$ cat config.mk
export PLATFORM = sky130hd
export DESIGN_NAME = drop_sequencer_flat
export DESIGN_NICKNAME = d
export VERILOG_FILES = /design/src/rtl/drop_sequencer_if.sv /design/src/rtl/drop_sequencer.sv /design/src/flat_wrapper.sv
export SDC_FILE = /design/constraint.sdc
export NUM_CORES = 1
export LEC_CHECK = 0
export ABC_CLOCK_PERIOD_IN_PS = 8300
export CAP_MARGIN = 20
export CORE_MARGIN = 1
export CORE_UTILIZATION = 55
export DETAILED_ROUTE_END_ITERATION = 10
export HOLD_SLACK_MARGIN = 0.06
export PLACE_DENSITY_LB_ADDON = 0.3
export SETUP_SLACK_MARGIN = 0.4
export SYNTH_ARGS = -nofsm -noshare
export SYNTH_HDL_FRONTEND = slang
export SYNTH_SLANG_ARGS = --single-unit
$ cat constraint.sdc
create_clock -name clk -period 8.3 [get_ports clk]
set_clock_uncertainty 0.2 [all_clocks]
set_input_delay 2.49 -clock clk [delete_from_list [all_inputs] [get_ports clk]]
set_output_delay 2.49 -clock clk [all_outputs]
set_load 0.01 [all_outputs]
$ cat src/rtl/drop_sequencer_if.sv
// Game-side framebuffer access port: request/grant handshake plus a single-cell read/write bus.
interface drop_sequencer_if;
  logic       fb_req;
  logic       fb_gnt;
  logic       fb_we;
  logic [3:0] fb_x;
  logic [3:0] fb_y;
  logic [1:0] fb_wdata;
  logic [1:0] fb_rdata;

  modport master (
    output fb_req, fb_we, fb_x, fb_y, fb_wdata,
    input  fb_gnt, fb_rdata
  );

  modport slave (
    input  fb_req, fb_we, fb_x, fb_y, fb_wdata,
    output fb_gnt, fb_rdata
  );
endinterface

$ cat src/rtl/drop_sequencer.sv
// Falling 1x1 tetris piece sequencer on a 16x16 framebuffer: spawn, drop on tick,
// shift on request, land on collision, sticky game over when the spawn cell is taken.
module drop_sequencer #(
  parameter logic [3:0] SPAWN_X     = 4'd3,
  parameter logic [3:0] SPAWN_Y     = 4'd15,
  parameter logic [1:0] PIECE_LEVEL = 2'd3
) (
  input  logic                      clk,
  input  logic                      rst,
  drop_sequencer_if.master          fb,
  input  logic                      i_start,
  input  logic                      i_tick,
  input  logic                      i_move_left,
  input  logic                      i_move_right,
  output logic [3:0]                o_piece_x,
  output logic [3:0]                o_piece_y,
  output logic                      o_landed,
  output logic [7:0]                o_land_count,
  output logic                      o_game_over
);

  typedef enum logic [3:0] {
    S_IDLE, S_SP_RD, S_SP_EV, S_SP_WR, S_FALL,
    S_CK_RD, S_CK_EV, S_ERASE, S_DRAW, S_LAND, S_OVER
  } state_t;

  state_t     r_state;
  logic       r_req;
  logic       r_we;
  logic [3:0] r_x;
  logic [3:0] r_y;
  logic [1:0] r_wdata;
  logic [3:0] r_piece_x;
  logic [3:0] r_piece_y;
  logic [3:0] r_tgt_x;
  logic [3:0] r_tgt_y;
  logic       r_is_drop;
  logic       r_tick_pend;
  logic       r_landed;
  logic [7:0] r_land_count;
  logic       r_game_over;

  logic w_drop;
  logic w_left;
  logic w_right;
  logic w_tick_latch;

  function automatic logic [7:0] sat_inc(input logic [7:0] v);
    return (v == 8'hFF) ? v : v + 8'd1;
  endfunction

  assign w_drop  = i_tick | r_tick_pend;
  // Simultaneous left+right cancel each other; edge moves are never issued.
  assign w_left  = i_move_left  & ~i_move_right & (r_piece_x != 4'd0);
  assign w_right = i_move_right & ~i_move_left  & (r_piece_x != 4'd15);
  assign w_tick_latch = i_tick & (r_state != S_IDLE) & (r_state != S_FALL) & (r_state != S_OVER);

  always_ff @(posedge clk) begin
    if (rst) begin
      r_state      <= S_IDLE;
      r_req        <= 1'b0;
      r_we         <= 1'b0;
      r_x          <= 4'd0;
      r_y          <= 4'd0;
      r_wdata      <= 2'd0;
      r_piece_x    <= SPAWN_X;
      r_piece_y    <= SPAWN_Y;
      r_tick_pend  <= 1'b0;
      r_landed     <= 1'b0;
      r_land_count <= 8'd0;
      r_game_over  <= 1'b0;
    end else begin
      r_landed <= 1'b0;
      if (w_tick_latch) r_tick_pend <= 1'b1;

      case (r_state)
        S_IDLE: begin
          if (i_start) begin
            r_state <= S_SP_RD;
            r_req   <= 1'b1;
            r_we    <= 1'b0;
            r_x     <= SPAWN_X;
            r_y     <= SPAWN_Y;
          end
        end

        S_SP_RD: begin
          if (fb.fb_gnt) begin
            r_req   <= 1'b0;
            r_state <= S_SP_EV;
          end
        end

        S_SP_EV: begin
          if (fb.fb_rdata != 2'd0) begin
            r_state     <= S_OVER;
            r_game_over <= 1'b1;
          end else begin
            r_state <= S_SP_WR;
            r_req   <= 1'b1;
            r_we    <= 1'b1;
            r_wdata <= PIECE_LEVEL;
          end
        end

        S_SP_WR: begin
          if (fb.fb_gnt) begin
            r_req     <= 1'b0;
            r_we      <= 1'b0;
            r_wdata   <= 2'd0;
            r_piece_x <= SPAWN_X;
            r_piece_y <= SPAWN_Y;
            r_state   <= S_FALL;
          end
        end

        S_FALL: begin
          if (w_drop) begin
            r_tick_pend <= 1'b0;
            if (r_piece_y == 4'd0) begin
              r_state <= S_LAND;
            end else begin
              r_tgt_x   <= r_piece_x;
              r_tgt_y   <= r_piece_y - 4'd1;
              r_is_drop <= 1'b1;
              r_req     <= 1'b1;
              r_we      <= 1'b0;
              r_x       <= r_piece_x;
              r_y       <= r_piece_y - 4'd1;
              r_state   <= S_CK_RD;
            end
          end else if (w_left || w_right) begin
            r_tgt_x   <= w_left ? r_piece_x - 4'd1 : r_piece_x + 4'd1;
            r_tgt_y   <= r_piece_y;
            r_is_drop <= 1'b0;
            r_req     <= 1'b1;
            r_we      <= 1'b0;
            r_x       <= w_left ? r_piece_x - 4'd1 : r_piece_x + 4'd1;
            r_y       <= r_piece_y;
            r_state   <= S_CK_RD;
          end
        end

        S_CK_RD: begin
          if (fb.fb_gnt) begin
            r_req   <= 1'b0;
            r_state <= S_CK_EV;
          end
        end

        S_CK_EV: begin
          if (fb.fb_rdata != 2'd0) begin
            r_state <= r_is_drop ? S_LAND : S_FALL;
          end else begin
            r_req   <= 1'b1;
            r_we    <= 1'b1;
            r_x     <= r_piece_x;
            r_y     <= r_piece_y;
            r_wdata <= 2'd0;
            r_state <= S_ERASE;
          end
        end

        // Erase and draw run back-to-back, so fb_req stays high across the pair.
        S_ERASE: begin
          if (fb.fb_gnt) begin
            r_x     <= r_tgt_x;
            r_y     <= r_tgt_y;
            r_wdata <= PIECE_LEVEL;
            r_state <= S_DRAW;
          end
        end

        S_DRAW: begin
          if (fb.fb_gnt) begin
            r_req     <= 1'b0;
            r_we      <= 1'b0;
            r_wdata   <= 2'd0;
            r_piece_x <= r_tgt_x;
            r_piece_y <= r_tgt_y;
            r_state   <= S_FALL;
          end
        end

        S_LAND: begin
          r_landed     <= 1'b1;
          r_land_count <= sat_inc(r_land_count);
          r_req        <= 1'b1;
          r_we         <= 1'b0;
          r_x          <= SPAWN_X;
          r_y          <= SPAWN_Y;
          r_state      <= S_SP_RD;
        end

        S_OVER: begin
          r_req <= 1'b0;
        end

        default: r_state <= S_IDLE;
      endcase
    end
  end

  assign fb.fb_req    = r_req;
  assign fb.fb_we     = r_we;
  assign fb.fb_x      = r_x;
  assign fb.fb_y      = r_y;
  assign fb.fb_wdata  = r_wdata;
  assign o_piece_x    = r_piece_x;
  assign o_piece_y    = r_piece_y;
  assign o_landed     = r_landed;
  assign o_land_count = r_land_count;
  assign o_game_over  = r_game_over;

endmodule

$ cat src/flat_wrapper.sv
// flat-port wrapper written by rule: the top's interface ports become plain ports
module drop_sequencer_flat 
#(
  parameter logic [3:0] SPAWN_X     = 4'd3,
  parameter logic [3:0] SPAWN_Y     = 4'd15,
  parameter logic [1:0] PIECE_LEVEL = 2'd3
)
  (clk, rst, i_start, i_tick, i_move_left, i_move_right, o_piece_x, o_piece_y, o_landed, o_land_count, o_game_over, fb_fb_req, fb_fb_we, fb_fb_x, fb_fb_y, fb_fb_wdata, fb_fb_gnt, fb_fb_rdata);
  drop_sequencer_if fb_i ();
  input  logic clk;
  input  logic rst;
  input  logic i_start;
  input  logic i_tick;
  input  logic i_move_left;
  input  logic i_move_right;
  output logic [3:0] o_piece_x;
  output logic [3:0] o_piece_y;
  output logic o_landed;
  output logic [7:0] o_land_count;
  output logic o_game_over;
  output wire logic [$bits(fb_i.fb_req)-1:0] fb_fb_req;
  output wire logic [$bits(fb_i.fb_we)-1:0] fb_fb_we;
  output wire logic [$bits(fb_i.fb_x)-1:0] fb_fb_x;
  output wire logic [$bits(fb_i.fb_y)-1:0] fb_fb_y;
  output wire logic [$bits(fb_i.fb_wdata)-1:0] fb_fb_wdata;
  input wire logic [$bits(fb_i.fb_gnt)-1:0] fb_fb_gnt;
  input wire logic [$bits(fb_i.fb_rdata)-1:0] fb_fb_rdata;
  assign fb_fb_req = fb_i.fb_req;
  assign fb_fb_we = fb_i.fb_we;
  assign fb_fb_x = fb_i.fb_x;
  assign fb_fb_y = fb_i.fb_y;
  assign fb_fb_wdata = fb_i.fb_wdata;
  assign fb_i.fb_gnt = fb_fb_gnt;
  assign fb_i.fb_rdata = fb_fb_rdata;
  drop_sequencer #(.SPAWN_X(SPAWN_X), .SPAWN_Y(SPAWN_Y), .PIECE_LEVEL(PIECE_LEVEL)) u_core (.clk(clk), .rst(rst), .fb(fb_i), .i_start(i_start), .i_tick(i_tick), .i_move_left(i_move_left), .i_move_right(i_move_right), .o_piece_x(o_piece_x), .o_piece_y(o_piece_y), .o_landed(o_landed), .o_land_count(o_land_count), .o_game_over(o_game_over));
endmodule
Word-level counts from Yosys, hierarchy flattened
Cells that the tools add are included.
- input bits: 9
- bits in registers: 44
- logic and storage cells: 137
- add/sub/neg operators: 4
- reductions and logical operators: 24
- muxes and demuxes: 53
- equal/unequal tests: 28
- bitwise gates (word level): 13
- operators by type and width (operator ; number):
    $mux 4 ; 26
    $pmux 4 s10 ; 1
    $pmux 4 s5 ; 2
    $ne 2x2->1 const B ; 10
    $reduce_and 6->1 ; 3
    $eq 4x3->1 const B ; 4
    $pmux 4 s2 ; 2
    $mux 1 ; 15
    $eq 4x4->1 const B ; 3
    $reduce_bool 4->1 ; 3
    $reduce_bool 5->1 ; 2
    $add 8x1->8 const B ; 1
    $eq 4x2->1 const B ; 2
    $eq 8x8->1 const B ; 1
    $logic_not 4->1 ; 2
    $mux 2 ; 4
    $ne 4x4->1 const B ; 2
    $pmux 2 s4 ; 1
    $sub 4x1->4 const B ; 2
    $and 1x1->1 ; 7
    $reduce_and 7->1 ; 1
    $pmux 1 s6 ; 1
    $reduce_bool 2->1 ; 3
    $reduce_bool 6->1 ; 1
    16 further kinds ; 23

Logic depth before layout (Yosys ltp)
- depth after elaboration: 7
- mapped depth: 9
- gate-level depth less buffers: 8

Least setup slack after synthesis
OpenSTA, ideal clock, no wires.
- kind: input to register
- from: in i_move_right
- to: reg u_core.r_is_drop, enable pin
- required time: 7.697 ns
- path slack: 3.643 ns
- cell stages on the path: 3
- arrival: 4.054 ns
- cells stage by stage: nand2b_1 -> o221a_4 -> nor4b_1
- cells in the longest elaborated chain, start to end: 6
- elaborated cells on any way between the ends: 8
- ends and longest elaborated chain (what ; RTL line ; text):
    start: declaration ; flat_wrapper.sv:15 ; input logic i_move_right;
    $not 1->1 ; drop_sequencer.sv:54 ; assign w_left = i_move_left & ~i_move_right & (r_piece_x != 4'd0);
    $and 1x1->1 (2 in a row) ; drop_sequencer.sv:54 ;
    $logic_or 1x1->1 * ; drop_sequencer.sv:132 ; end else if (w_left || w_right) begin
    $reduce_bool 2->1 (no line) * ; -- ;
    $reduce_and 4->1 (no line) * ; -- ;
    end signal: assignment ; drop_sequencer.sv:125 ; r_is_drop <= 1'b1;
    end signal: assignment ; drop_sequencer.sv:135 ; r_is_drop <= 1'b0;
    end: declaration ; drop_sequencer.sv:37 ; logic r_is_drop;
Every way passes the cells marked *; elsewhere a longest branch is shown, timed or not.
A chain may end at the register's enable or synchronous reset.

Worst setup path in the final report
- from: in i_tick
- to: reg u_core.r_tgt_y[2], enable pin
- cells in the longest elaborated chain, start to end: 3
- elaborated cells on any way between the ends: 4
- ends and longest elaborated chain (what ; RTL line ; text):
    start: declaration ; flat_wrapper.sv:13 ; input logic i_tick;
    $or 1x1->1 * ; drop_sequencer.sv:52 ; assign w_drop = i_tick | r_tick_pend;
    $ne 2x2->1 (no line) or $reduce_bool 2->1 (tied branches) ; -- ;
    $reduce_and 4->1 (no line) * ; -- ;
    end signal: assignment ; drop_sequencer.sv:124 ; r_tgt_y <= r_piece_y - 4'd1;
    end signal: assignment ; drop_sequencer.sv:134 ; r_tgt_y <= r_piece_y;
    end: declaration ; drop_sequencer.sv:36 ; logic [3:0] r_tgt_y;
Marked as above.

==> summary by stage <==
Drt
Once detail routing completed, the nets flagged for antenna violations numbered 0. The number of vias in the routed layout is 2373. The final layout contains routed wiring with a total length of 6.265 mm. The first routing iteration left 177 violations. The via count normalized by instance count is 6.278. The pre-antenna-repair detailed-routing pass consisted of 4 iterations. The per-cell routed wire length is 16.57 um. After detailed routing, the number of remaining DRC violations is 0.

Power and ir drop
The static leakage is 1.097 nW. The internal portion of the total power is 487.4 uW. In this run, flip-flops and latches consume 33.9% of the power. IR analysis of the VDD net gives a maximum drop of 0.0001269 V. The clock network accounts for 15.5% of the total power. The switching power is 342.2 uW. The fraction of power consumed by combinational cells is 50.6%. The proportion of total power due to net switching is 41.25%. The areal power density over the cells is 266.5 mW/mm^2.

Synthesis
The proportion of synthesized flip-flops having asynchronous set or reset is 0%. The instance count of the mapped netlist is 299. The number of synthesized flops with an enable pin is 9. The total of flip-flops plus latches after synthesis is 43. Yosys instantiated no cell more often than sky130_fd_sc_hd__dfxtp_1. A synthesized cell averages 8.934 sq um. The post-synthesis cell area is 0.002671 sq mm. The main flop type after synthesis is sky130_fd_sc_hd__dfxtp_1. After synthesis, flip-flops and latches occupy 35.60% of the total area.

The netlist uses 70 different library cells. When the netlist entered floorplanning its net count stood at 314. Summed over all instances, the cell type with the most area after synthesis is sky130_fd_sc_hd__dfxtp_1. The top cell type's share of synthesized area is 25.48%. The count of yosys warnings during synthesis is 0. The commonest cells after synthesis are sky130_fd_sc_hd__dfxtp_1, sky130_fd_sc_hd__nor2_1, sky130_fd_sc_hd__nand2_1. By area the synthesized netlist is led by sky130_fd_sc_hd__dfxtp_1, sky130_fd_sc_hd__edfxtp_1, sky130_fd_sc_hd__nor2_1, sky130_fd_sc_hd__nand2_1, sky130_fd_sc_hd__a21oi_1.

Floorplan
In this run the count of I/O pins placed on the die edge is 39. The initial utilization of the core area, before any placement, comes to 59.31%. The horizontal die dimension is 71.69 um. The die covers 0.005139 sq mm. The floorplan core area is 0.004504 sq mm. The count of standard-cell rows is 24. The chip height is 71.69 um.

Status
The flow ran to the end, and the final reports show no timing, DRC or antenna violations.

Placed design
The congestion estimate from routability-driven global placement came to 0.9181. In this run the tool buffered the top-level ports with 38 buffer cells. The post-detailed-placement half-perimeter wirelength is 4.304 mm.

Final layout
The final layout contains 340 nets. The relative area change from synthesis to final layout is 16.53%. The number of antenna diodes in the final layout is 0.

In the final layout, the share of cells above drive strength 1 is 9.509%.

STA
Setup repair after global routing left no endpoint under its margin. The final number of max-transition violations came to 0. At the pin with the least slew margin, the transition time is 1.065 ns. The maximum frequency from static timing analysis is 0.2055 GHz. The worst-case headroom to the max-slew limit is 28.80%.

Counting I/O delays and the setup requirement, the final critical path takes 4.867 ns. The post-route fraction of the period consumed by the critical path is 58.64%. The final total negative setup slack is 0 ns.

The total setup violations reported at the end of the flow is 0. The number of hold violations in the final report is 0. Hold timing on the final database bottoms out at a slack of 0.2691 ns.

Clock network
In this run the post-CTS setup repair buffer count came out at 0. The total clock buffers created by CTS is 5. The count of H-tree levels built during CTS is 2. The clock-pin slew on the worst setup and hold paths is 0.08 ns. Gates resized during post-CTS repair numbered 0. The number of hold buffers added after cts is 0.

The root buffer cell is sky130_fd_sc_hd__clkbuf_8. The clock latency reported for the late side of the worst-skew pair is 0.30 ns. The CTS tree is yes. The number of buffers on the longest clock path is 2. The count of clock tree sinks is 43.

Hold path
The tightest min-delay check is of the reg2reg type.

Worst setup path
At the worst endpoint, the required time is 8.02 ns. The data arrival time at the worst-slack endpoint is 4.59 ns. STA classifies the critical path startpoint as an input pin. The largest fanout of any net on the critical path is 14. The element type at the critical path end is a flip-flop. The class of the most critical setup path is in2reg.

GRT
The first global-routing pass estimated 9.977 mm of wire. For this run, the total global-route usage over all layers was measured as 24.96%. The initial antenna violation count is 0.

The aggregate global routing overflow is 0. The pin count of the biggest net entering global routing is 43. The number of global-route vias before repair came to 2083.

Job
The tool flagged a number of max-cap violations equal to 0.
-- cells by family (layout without fill, tap and decap cells) --
| family | Yosys count | count (layout) | synth area share, % |
|---|---|---|---|
| buffers and inverters | 30 | 57 | 5.386 |
| XOR/XNOR | 16 | 16 | 5.527 |
| AND/OR/NAND/NOR | 108 | 108 | 21.69 |
| flip-flops | 43 | 43 | 35.60 |
| AO/OA/AOI/OAI | 86 | 86 | 24.87 |
| multiplexers | 10 | 10 | 3.841 |
| adder cells (fa/ha/maj) | 6 | 6 | 3.091 |
-- power groups by stage --
stage	sequential, mW	clock (mW)	combinational (mW)
5_1_grt	0.285	0.139	0.455
3_3_place_gp	0.284	0	0.408
6_report	0.281	0.128	0.420
4_1_cts	0.281	0.129	0.416
3_5_place_dp	0.286	0	0.414
2_1_floorplan	0.283	0	0.314
-- worst paths after layout --
check                           slack [ns]  cells after the start              start                end
worst max-delay path                  3.43                      4             i_tick  u_core.r_tgt_y[2]
worst min-delay path                  0.27                      2    u_core.fb.fb_we    u_core.fb.fb_we
worst max register to register        5.11                      3  u_core.r_state[2]  u_core.r_tgt_y[2]
worst min register to register        0.27                      2    u_core.fb.fb_we    u_core.fb.fb_we
-- final cells by class --
| type | count | area [sq um] |
|---|---|---|
| Sequential cell | 43 | 950.9 |
| Clock inverter | 1 | 5.005 |
| Multi-Input combinational cell | 226 | 1583 |
| Inverter | 8 | 30.03 |
| Clock buffer | 7 | 76.32 |
| Fill cell | 357 | 1391 |
| Tap cell | 52 | 65.06 |
| Timing Repair Buffer | 41 | 402.9 |
-- metrics by stage --
stage	instances	setup WS, ns	power [mW]	util (%)	cell area (sq um)
after CTS	378	3.446	0.8254	69.11	3113
after floorplan	299	3.643	0.5976	-	2671
after detailed placement	370	3.126	0.6993	67.31	3032
after global routing	378	3.252	0.8792	69.11	3113
final	378	3.433	0.8296	69.11	3113
after global placement	370	3.234	0.6925	67.31	3032
-- cell usage in the layout (no fill, tap or decap), drive strengths merged, types with 7 or more instances in the layout --
master          n
edfxtp          9
o22ai          10
nand2b          9
a21oi          18
xor2            8
nand2          25
clkbuf          7
dfxtp          34
mux2i           8
inv             8
nor3            8
nand3          11
nor2           29
o21ai          13
clkdlybuf4s50  38
xnor2           8
-- routing by layer --
layer | global-route usage (%) | share of wire [%]
met1 | 32.89 | 44
met2 | 39.83 | 47
met3 | 5.345 | 6.9
met4 | 10.24 | 2.7
met5 | 0 | 0
-- critical path, cell delays in order --
cell,delay [ns]
sky130_fd_sc_hd__clkdlybuf4s50_1,0.47
sky130_fd_sc_hd__nor2_2,0.56
sky130_fd_sc_hd__nor3_1,0.16
sky130_fd_sc_hd__nor4b_2,0.90
-- state kept, by name, indices dropped and copies added, names as in the netlist, 4 cells and up --
register	count
u_core.fb.fb_y	4
u_core.o_piece_x	4
u_core.o_piece_y	4
u_core.r_tgt_y	4
u_core.r_tgt_x	4
u_core.o_land_count	8
u_core.fb.fb_x	4
u_core.r_state	4
Power figures use the tool's default switching activity.
